$ cat config.mk
export PLATFORM = sky130hd
export DESIGN_NAME = cpu_prog_loader
export DESIGN_NICKNAME = d
export VERILOG_FILES = /design/src/rtl/cpu_pkg.sv /design/src/rtl/uart_rx_byte.sv /design/src/rtl/cpu_prog_loader.sv
export SDC_FILE = /design/constraint.sdc
export NUM_CORES = 1
export LEC_CHECK = 0
export CAP_MARGIN = 20
export CORE_AREA = 10 10 119 121
export CTS_BUF_LIST = sky130_fd_sc_hd__clkbuf_2
export DETAILED_ROUTE_END_ITERATION = 7
export DIE_AREA = 0 0 129 131
export SYNTH_ARGS = -nofsm -noshare
export SYNTH_HDL_FRONTEND = slang
export SYNTH_HIERARCHICAL = 1
export SYNTH_SLANG_ARGS = --single-unit
$ cat constraint.sdc
create_clock -name clk -period 3.1 [get_ports clk]
set_input_delay 0.775 -clock clk [delete_from_list [all_inputs] [get_ports clk]]
set_output_delay 0.775 -clock clk [all_outputs]
set_load 0.1 [all_outputs]
$ cat src/rtl/cpu_pkg.sv
// cpu_pkg: definitions shared by the program loader and its UART receiver.
//   SYNC_BYTE   - frame start marker
//   IMEM_AW     - instruction-memory address width
//   DATA_W      - byte width on the serial link and the memory port
//   ldr_state_e - frame FSM states
//   rx_state_e  - receiver bit-timing states
//   frame_len() - maps the LEN byte to a byte count (0 means 256)
package cpu_pkg;

  localparam logic [7:0] SYNC_BYTE = 8'hA5;
  localparam int         IMEM_AW   = 8;
  localparam int         DATA_W    = 8;

  typedef enum logic [1:0] {
    IDLE = 2'd0,
    LEN  = 2'd1,
    DATA = 2'd2,
    CSUM = 2'd3
  } ldr_state_e;

  typedef enum logic [1:0] {
    RX_IDLE  = 2'd0,
    RX_START = 2'd1,
    RX_BITS  = 2'd2,
    RX_STOP  = 2'd3
  } rx_state_e;

  function automatic logic [8:0] frame_len(input logic [7:0] len_byte);
    return (len_byte == 8'd0) ? 9'd256 : {1'b0, len_byte};
  endfunction

endpackage

$ cat src/rtl/uart_rx_byte.sv
// uart_rx_byte: 8N1 UART receiver.
//   clk, rst   - system clock, asynchronous active-high reset
//   rx         - serial input, idle high, asynchronous to clk
//   rx_byte    - received byte, valid while rx_valid is high
//   rx_valid   - one-cycle pulse: a byte with a good stop bit arrived
//   rx_ferr    - one-cycle pulse: stop bit sampled low, byte dropped
//   rx_state   - debug view of the receiver state
// A falling edge in idle starts a byte; the start bit is re-checked at
// mid-bit and a glitch returns to idle silently. Data bits are sampled LSB
// first at mid-bit. After the stop-bit sample the receiver returns to idle
// straight away, so a start bit right after the stop bit is not missed.
module uart_rx_byte
  import cpu_pkg::*;
#(
  parameter int CLKS_PER_BIT = 16
) (
  input  logic              clk,
  input  logic              rst,
  input  logic              rx,
  output logic [DATA_W-1:0] rx_byte,
  output logic              rx_valid,
  output logic              rx_ferr,
  output rx_state_e         rx_state
);

  localparam int CNT_W = (CLKS_PER_BIT > 2) ? $clog2(CLKS_PER_BIT) : 1;
  localparam logic [CNT_W-1:0] LAST_CNT = CNT_W'(CLKS_PER_BIT - 1);
  localparam logic [CNT_W-1:0] HALF_CNT = CNT_W'(CLKS_PER_BIT / 2 - 1);

  rx_state_e         state_q, state_d;
  logic [1:0]        sync_q;
  logic              prev_q;
  logic [CNT_W-1:0]  cnt_q, cnt_d;
  logic [2:0]        bit_q, bit_d;
  logic [DATA_W-1:0] shift_q, shift_d;
  logic [DATA_W-1:0] byte_q, byte_d;
  logic              valid_q, valid_d;
  logic              ferr_q, ferr_d;

  logic rx_s;
  logic fall;

  assign rx_s = sync_q[1];
  assign fall = prev_q & ~rx_s;

  // Two-flop synchroniser plus one delayed copy for edge detection.
  // Reset to 1 so the idle line does not look like a start edge.
  always_ff @(posedge clk or posedge rst) begin
    if (rst) begin
      sync_q <= 2'b11;
      prev_q <= 1'b1;
    end else begin
      sync_q <= {sync_q[0], rx};
      prev_q <= rx_s;
    end
  end

  // State register
  always_ff @(posedge clk or posedge rst) begin
    if (rst) state_q <= RX_IDLE;
    else     state_q <= state_d;
  end

  // Next-state logic
  always_comb begin
    state_d = state_q;
    unique case (state_q)
      RX_IDLE:  if (fall) state_d = RX_START;
      RX_START: if (cnt_q == HALF_CNT) state_d = rx_s ? RX_IDLE : RX_BITS;
      RX_BITS:  if (cnt_q == LAST_CNT && bit_q == 3'd7) state_d = RX_STOP;
      RX_STOP:  if (cnt_q == LAST_CNT) state_d = RX_IDLE;
      default:  state_d = RX_IDLE;
    endcase
  end

  // Output / datapath logic
  always_comb begin
    cnt_d   = cnt_q;
    bit_d   = bit_q;
    shift_d = shift_q;
    byte_d  = byte_q;
    valid_d = 1'b0;
    ferr_d  = 1'b0;
    unique case (state_q)
      RX_IDLE: begin
        cnt_d = '0;
        bit_d = 3'd0;
      end
      RX_START: begin
        // After the half-bit wait every later sample lands mid-bit.
        if (cnt_q == HALF_CNT) begin
          cnt_d = '0;
          bit_d = 3'd0;
        end else begin
          cnt_d = cnt_q + 1'b1;
        end
      end
      RX_BITS: begin
        if (cnt_q == LAST_CNT) begin
          cnt_d   = '0;
          shift_d = {rx_s, shift_q[DATA_W-1:1]};
          bit_d   = bit_q + 3'd1;
        end else begin
          cnt_d = cnt_q + 1'b1;
        end
      end
      RX_STOP: begin
        if (cnt_q == LAST_CNT) begin
          cnt_d = '0;
          if (rx_s) begin
            byte_d  = shift_q;
            valid_d = 1'b1;
          end else begin
            ferr_d = 1'b1;
          end
        end else begin
          cnt_d = cnt_q + 1'b1;
        end
      end
      default: cnt_d = '0;
    endcase
  end

  always_ff @(posedge clk or posedge rst) begin
    if (rst) begin
      cnt_q   <= '0;
      bit_q   <= 3'd0;
      shift_q <= '0;
      byte_q  <= '0;
      valid_q <= 1'b0;
      ferr_q  <= 1'b0;
    end else begin
      cnt_q   <= cnt_d;
      bit_q   <= bit_d;
      shift_q <= shift_d;
      byte_q  <= byte_d;
      valid_q <= valid_d;
      ferr_q  <= ferr_d;
    end
  end

  assign rx_byte  = byte_q;
  assign rx_valid = valid_q;
  assign rx_ferr  = ferr_q;
  assign rx_state = state_q;

endmodule

$ cat src/rtl/cpu_prog_loader.sv
// cpu_prog_loader: loads a framed program image from a UART into the
// CPU instruction memory and holds the CPU in reset while loading.
//   clk, rst       - system clock, asynchronous active-high reset
//   uart_rx        - serial input (8N1, idle high)
//   imem_we        - one-cycle write strobe to instruction memory
//   imem_addr      - write address (stable while imem_we is high)
//   imem_wdata     - write data (stable while imem_we is high)
//   cpu_hold       - high while a load is open or after a failed load
//   load_done      - sticky: last frame passed its checksum
//   load_err       - sticky: last frame failed (checksum, framing, timeout)
//   dbg_state      - debug view of the frame FSM
//   dbg_rx_state   - debug view of the receiver
// Frame: A5, LEN (0 = 256), LEN data bytes, CSUM = sum of data mod 256.
// Handshake: the receiver presents rx_byte together with a one-cycle
// rx_valid pulse; there is no back-pressure, the loader must take every
// byte in the cycle it is offered. All loader outputs are registered and
// react on the edge after the rx_valid cycle.
module cpu_prog_loader
  import cpu_pkg::*;
#(
  parameter int CLK_HZ       = 125000000,
  parameter int BAUD         = 115200,
  parameter int TIMEOUT_BITS = 1024
) (
  input  logic               clk,
  input  logic               rst,
  input  logic               uart_rx,
  output logic               imem_we,
  output logic [IMEM_AW-1:0] imem_addr,
  output logic [DATA_W-1:0]  imem_wdata,
  output logic               cpu_hold,
  output logic               load_done,
  output logic               load_err,
  output ldr_state_e         dbg_state,
  output rx_state_e          dbg_rx_state
);

  localparam int CLKS_PER_BIT = CLK_HZ / BAUD;
  localparam int TO_CYCLES    = TIMEOUT_BITS * CLKS_PER_BIT;
  localparam int TO_W         = $clog2(TO_CYCLES + 1);
  localparam logic [TO_W-1:0] TO_LAST = TO_W'(TO_CYCLES - 1);

  logic [DATA_W-1:0] rx_byte;
  logic              rx_valid;
  logic              rx_ferr;

  uart_rx_byte #(
    .CLKS_PER_BIT(CLKS_PER_BIT)
  ) u_rx (
    .clk      (clk),
    .rst      (rst),
    .rx       (uart_rx),
    .rx_byte  (rx_byte),
    .rx_valid (rx_valid),
    .rx_ferr  (rx_ferr),
    .rx_state (dbg_rx_state)
  );

  ldr_state_e         state_q, state_d;
  logic               we_q, we_d;
  logic [IMEM_AW-1:0] addr_q, addr_d;
  logic [DATA_W-1:0]  wdata_q, wdata_d;
  logic               hold_q, hold_d;
  logic               done_q, done_d;
  logic               err_q, err_d;
  logic [IMEM_AW-1:0] cnt_q, cnt_d;     // next write address, wraps at 256
  logic [DATA_W-1:0]  acc_q, acc_d;     // running checksum
  logic [8:0]         rem_q, rem_d;     // data bytes still expected
  logic [TO_W-1:0]    to_q, to_d;       // cycles since the last byte

  logic in_frame;
  logic timeout;
  logic abort;

  assign in_frame = (state_q != IDLE);
  // A byte arriving in the very cycle the counter expires wins.
  assign timeout  = in_frame && !rx_valid && (to_q == TO_LAST);
  assign abort    = in_frame && (rx_ferr || timeout);

  // State register
  always_ff @(posedge clk or posedge rst) begin
    if (rst) state_q <= IDLE;
    else     state_q <= state_d;
  end

  // Next-state logic
  always_comb begin
    state_d = state_q;
    if (abort) begin
      state_d = IDLE;
    end else if (rx_valid) begin
      unique case (state_q)
        IDLE:    if (rx_byte == SYNC_BYTE) state_d = LEN;
        LEN:     state_d = DATA;
        DATA:    if (rem_q == 9'd1) state_d = CSUM;
        CSUM:    state_d = IDLE;
        default: state_d = IDLE;
      endcase
    end
  end

  // Output / datapath logic (next values of the registered outputs)
  always_comb begin
    we_d    = 1'b0;
    addr_d  = addr_q;
    wdata_d = wdata_q;
    hold_d  = hold_q;
    done_d  = done_q;
    err_d   = err_q;
    cnt_d   = cnt_q;
    acc_d   = acc_q;
    rem_d   = rem_q;

    if (!in_frame || rx_valid) to_d = '0;
    else                       to_d = to_q + 1'b1;

    if (abort) begin
      // Bytes already written stay in memory; the CPU stays held.
      err_d = 1'b1;
    end else if (rx_valid) begin
      unique case (state_q)
        IDLE: begin
          if (rx_byte == SYNC_BYTE) begin
            hold_d = 1'b1;
            done_d = 1'b0;
            err_d  = 1'b0;
            cnt_d  = '0;
            acc_d  = '0;
          end
        end
        LEN: rem_d = frame_len(rx_byte);
        DATA: begin
          we_d    = 1'b1;
          addr_d  = cnt_q;
          wdata_d = rx_byte;
          cnt_d   = cnt_q + 1'b1;
          acc_d   = acc_q + rx_byte;
          rem_d   = rem_q - 9'd1;
        end
        CSUM: begin
          if (rx_byte == acc_q) begin
            done_d = 1'b1;
            hold_d = 1'b0;
          end else begin
            err_d = 1'b1;
          end
        end
        default: ;
      endcase
    end
  end

  always_ff @(posedge clk or posedge rst) begin
    if (rst) begin
      we_q    <= 1'b0;
      addr_q  <= '0;
      wdata_q <= '0;
      hold_q  <= 1'b0;
      done_q  <= 1'b0;
      err_q   <= 1'b0;
      cnt_q   <= '0;
      acc_q   <= '0;
      rem_q   <= '0;
      to_q    <= '0;
    end else begin
      we_q    <= we_d;
      addr_q  <= addr_d;
      wdata_q <= wdata_d;
      hold_q  <= hold_d;
      done_q  <= done_d;
      err_q   <= err_d;
      cnt_q   <= cnt_d;
      acc_q   <= acc_d;
      rem_q   <= rem_d;
      to_q    <= to_d;
    end
  end

  assign imem_we    = we_q;
  assign imem_addr  = addr_q;
  assign imem_wdata = wdata_q;
  assign cpu_hold   = hold_q;
  assign load_done  = done_q;
  assign load_err   = err_q;
  assign dbg_state  = state_q;

endmodule

==> results by group <==
Final layout
  • Post-Layout Cell Count: between 600 and 700
  • Area Growth Syn to Fin: 10.1%
  • Multi-input logic area: around 2400 um2
  • FF/Latch Area: 2630 um2
  • # nets final: around 550
  • FILL cells: between 1000 and 1500
  • Final instance area: 5720 um2
  • Share of layout cells above drive strength 1: ~16%

Floorplan
  • Starting Density: ~44%
  • Die Area: around 17000 um2
  • Core area: roughly 12000 um2
  • Core Rows: 40
  • Num ports: 27
  • Die Ht: around 130 um
  • Die extent in x: 129 um

Timing
  • Period minus WS final: roughly 2700 ps
  • Least-Margin Pin Slew: around 900 ps
  • Slew Viols, Final: 0
  • Slew HR: between 30% and 40%
  • Tcrit/Tclk final: 85.6%
  • RSZ-0062 raised after global routing: false
  • Final hold vios: 0
  • Max Fclk: 0.377 GHz
  • Layout Skew: ~31 ps
  • Final TNS setup: 0 ps
  • Final WS setup: 445 ps
  • Endpoints failing setup: 0

Clock network
  • Resize count post-CTS: 0
  • Max Root-Sink Buffers: 2
  • Worst skew pair latency: around 630 ps
  • Clock-pin slew on the worst setup and hold paths: between 200 and 300 ps
  • Postcts setup bufs: 0
  • CTS tree: done
  • Clock sinks: ~110
  • Cts bufs inserted: 9
  • CTS Root Cell: clkbuf_2
  • Cts hold-fix bufs: 0
  • H-tree depth: 3

Global routing
  • Largest net degree at the start of global routing: 69
  • Congestion Overflow GR: 0
  • GRT Overall Usage: about 13%
  • Global-route wire length before repair: around 18000 um
  • Antenna violations before repair: 1
  • Vias in the first global route: 3608

Synthesis
  • Largest cells by area after synthesis: dfrtp_1 (49%), mux2_2 (6.1%), ha_1 (4.6%)
  • Synth area leader: dfrtp_1
  • Seq/Total Area, Yosys: 50.6%
  • Post-synth top cells: dfrtp_1 (102), nor2_1 (46), nand2_1 (43)
  • Synth warnings: 6
  • Post-synthesis net count: roughly 520
  • Synth Register Bits: 105
  • Post-synth top area share: about half
  • Asr flop ratio synth: 100%
  • Unique masters post-synth: between 50 and 60
  • Most common cell in the synthesized netlist: dfrtp_1
  • Predominant post-synthesis flop cell: dfrtp_1
  • Number of synthesized flops with an enable pin: 0
  • Synth Cell Area: about 5200 um2
  • Syn avg cell area: between 10 and 15 um2
  • Gate count of the mapped netlist: 499

Worst setup path
  • CP Max Fanout: 19
  • R2R setup slack: about 440 ps
  • Worst Setup End Kind: register
  • Crit start category: register
  • CP Class: register to register
  • CP arrival: roughly 3200 ps
  • R2R cell count: 6
  • Reg-to-Reg End: rem_q[5]
  • Worst R2R Start: to_q[10]
  • Worst path required time: roughly 3600 ps

Detailed routing
  • Residual DRC: 0
  • Antenna-violating nets left: 0
  • DRT iter0 DRCs: approximately 230
  • WL final: a little over 10000 um
  • DRT Pass-1 Iters: 4
  • Vias per cell: between 5 and 6
  • DR WL/cell: between 15 and 20 um
  • Vias post-DR: around 3700

Placed design
  • Global placement routability congestion: roughly 0.8
  • PortBufs: 26
  • Placed Cells: 660
  • Post-DP Area: 5560 um2
  • Final HPWL DP: between 7000 and 8000 um
  • Pre-CTS setup slack: about 540 ps

Pwr
  • Worst vdd ir: a little under 0.0003 V
  • P per Cell Area: about 420 nW/um2
  • Leak: about 0.0026 uW

Run
  • Max Cap Viol: 0

Min path
  • Worst hold path class: register to register
  • Hold Crit Depth: 0
  • Hold Crit Start: u_rx/sync_q[0]
  • WHS Endpoint: u_rx/sync_q[1]

Status
  • Outcome: complete, no violations
## layout make-up
type | count | share of cell area (%)
clock inverter | 5 | 1.82
clock buffer | 10 | 0.875
sequential | 105 | 46.0
antenna | 2 | 0.0875
inverter | 27 | 1.77
multi-input combinational | 349 | 41.7
tap | 147 | 3.21
timing repair buffer | 32 | 4.50
## through the flow
| step | hold WS, ps | power (uW) | util [%] |
|---|---|---|---|
| floorplan | 345 | 1610 | - |
| global placement | 349 | 1650 | 47.1 |
| detailed placement | 348 | 1660 | 47.1 |
| CTS | 378 | 2470 | 48.4 |
| global route | 379 | 2540 | 48.4 |
| finish | 375 | 2430 | 48.4 |
## kinds of logic (layout without fill, tap and decap cells)
group,Yosys count,in the layout,share of synthesized area [%]
other cells,0,2,0
xor+xnor,36,36,6.07
mux,31,31,6.67
simple gates,183,183,18.5
buf+inv,45,74,3.44
flops,105,105,50.6
compound gates,79,79,9.75
fa+ha+maj,20,20,4.96
## placed cells by master (no fill, tap or decap), types with 3 or more instances in the layout
cell type and count:
dfrtp_1 102, nor2_1 46, nand2_1 43, o21ai_0 34, buf_4 29, mux2_2 28, inv_1 26, nand3_1 23
xor2_1 21, ha_1 19, xnor2_1 15, nor3_1 14, a21oi_1 13, clkbuf_2 10, nand4_1 9, or3_1 7
nor4_1 5, and4_1 4, and3_1 4, or4_1 3, o41ai_1 3, and2_1 3, a31oi_1 3, o31ai_1 3
or2_2 3, a222oi_1 3, bufinv_16 3, nor2b_1 3, dfstp_2 3
## per-layer routing
| layer | track usage [%] | part of all wire, % |
|---|---|---|
| met1 | 16.5 | 48 |
| met2 | 20.2 | 46 |
| met3 | 4.19 | 3.9 |
| met4 | 4.15 | 1.2 |
| met5 | 0 | 0 |
## registers in the layout, summed over array words and instances (netlist names), 2 cells and up, named ones only
signal and flops:
acc_q 8, cnt_q 8, u_rx/shift_q 8, imem_wdata 8, u_rx/rx_byte 8, to_q 21
dbg_state 2, u_rx/cnt_q 11, rem_q 9, imem_addr 8, u_rx/bit_q 3, u_rx/sync_q 2
## power by group
part	switching (uW)	total [uW]	internal, uW
Combinational	101	164	63.0
Sequential	56.6	1470	1410
Clock	453	801	348
Total	610	2430	1820
## worst max-delay path by stage
| stage | start | to | slack [ps] | cells past startpoint |
|---|---|---|---|---|
| final | to_q[10] | rem_q[5] | 440 | 6 |
| after detailed placement | dbg_state[1] | rem_q[5] | 540 | 8 |
| after floorplan | dbg_state[0] | imem_addr[0] | 240 | 8 |
| after global placement | dbg_state[1] | rem_q[5] | 640 | 8 |
| after CTS | to_q[10] | rem_q[5] | 460 | 6 |
| after global routing | dbg_state[1] | rem_q[7] | 280 | 8 |
## critical path: stages, from the launching register on
cell      delay, ps
dfrtp_1         490
nor4b_1         410
nand4_1         190
o31a_1          340
o211ai_2        560
nor2_1          200
a221o_1         400
(Power assumes the default switching activity.)
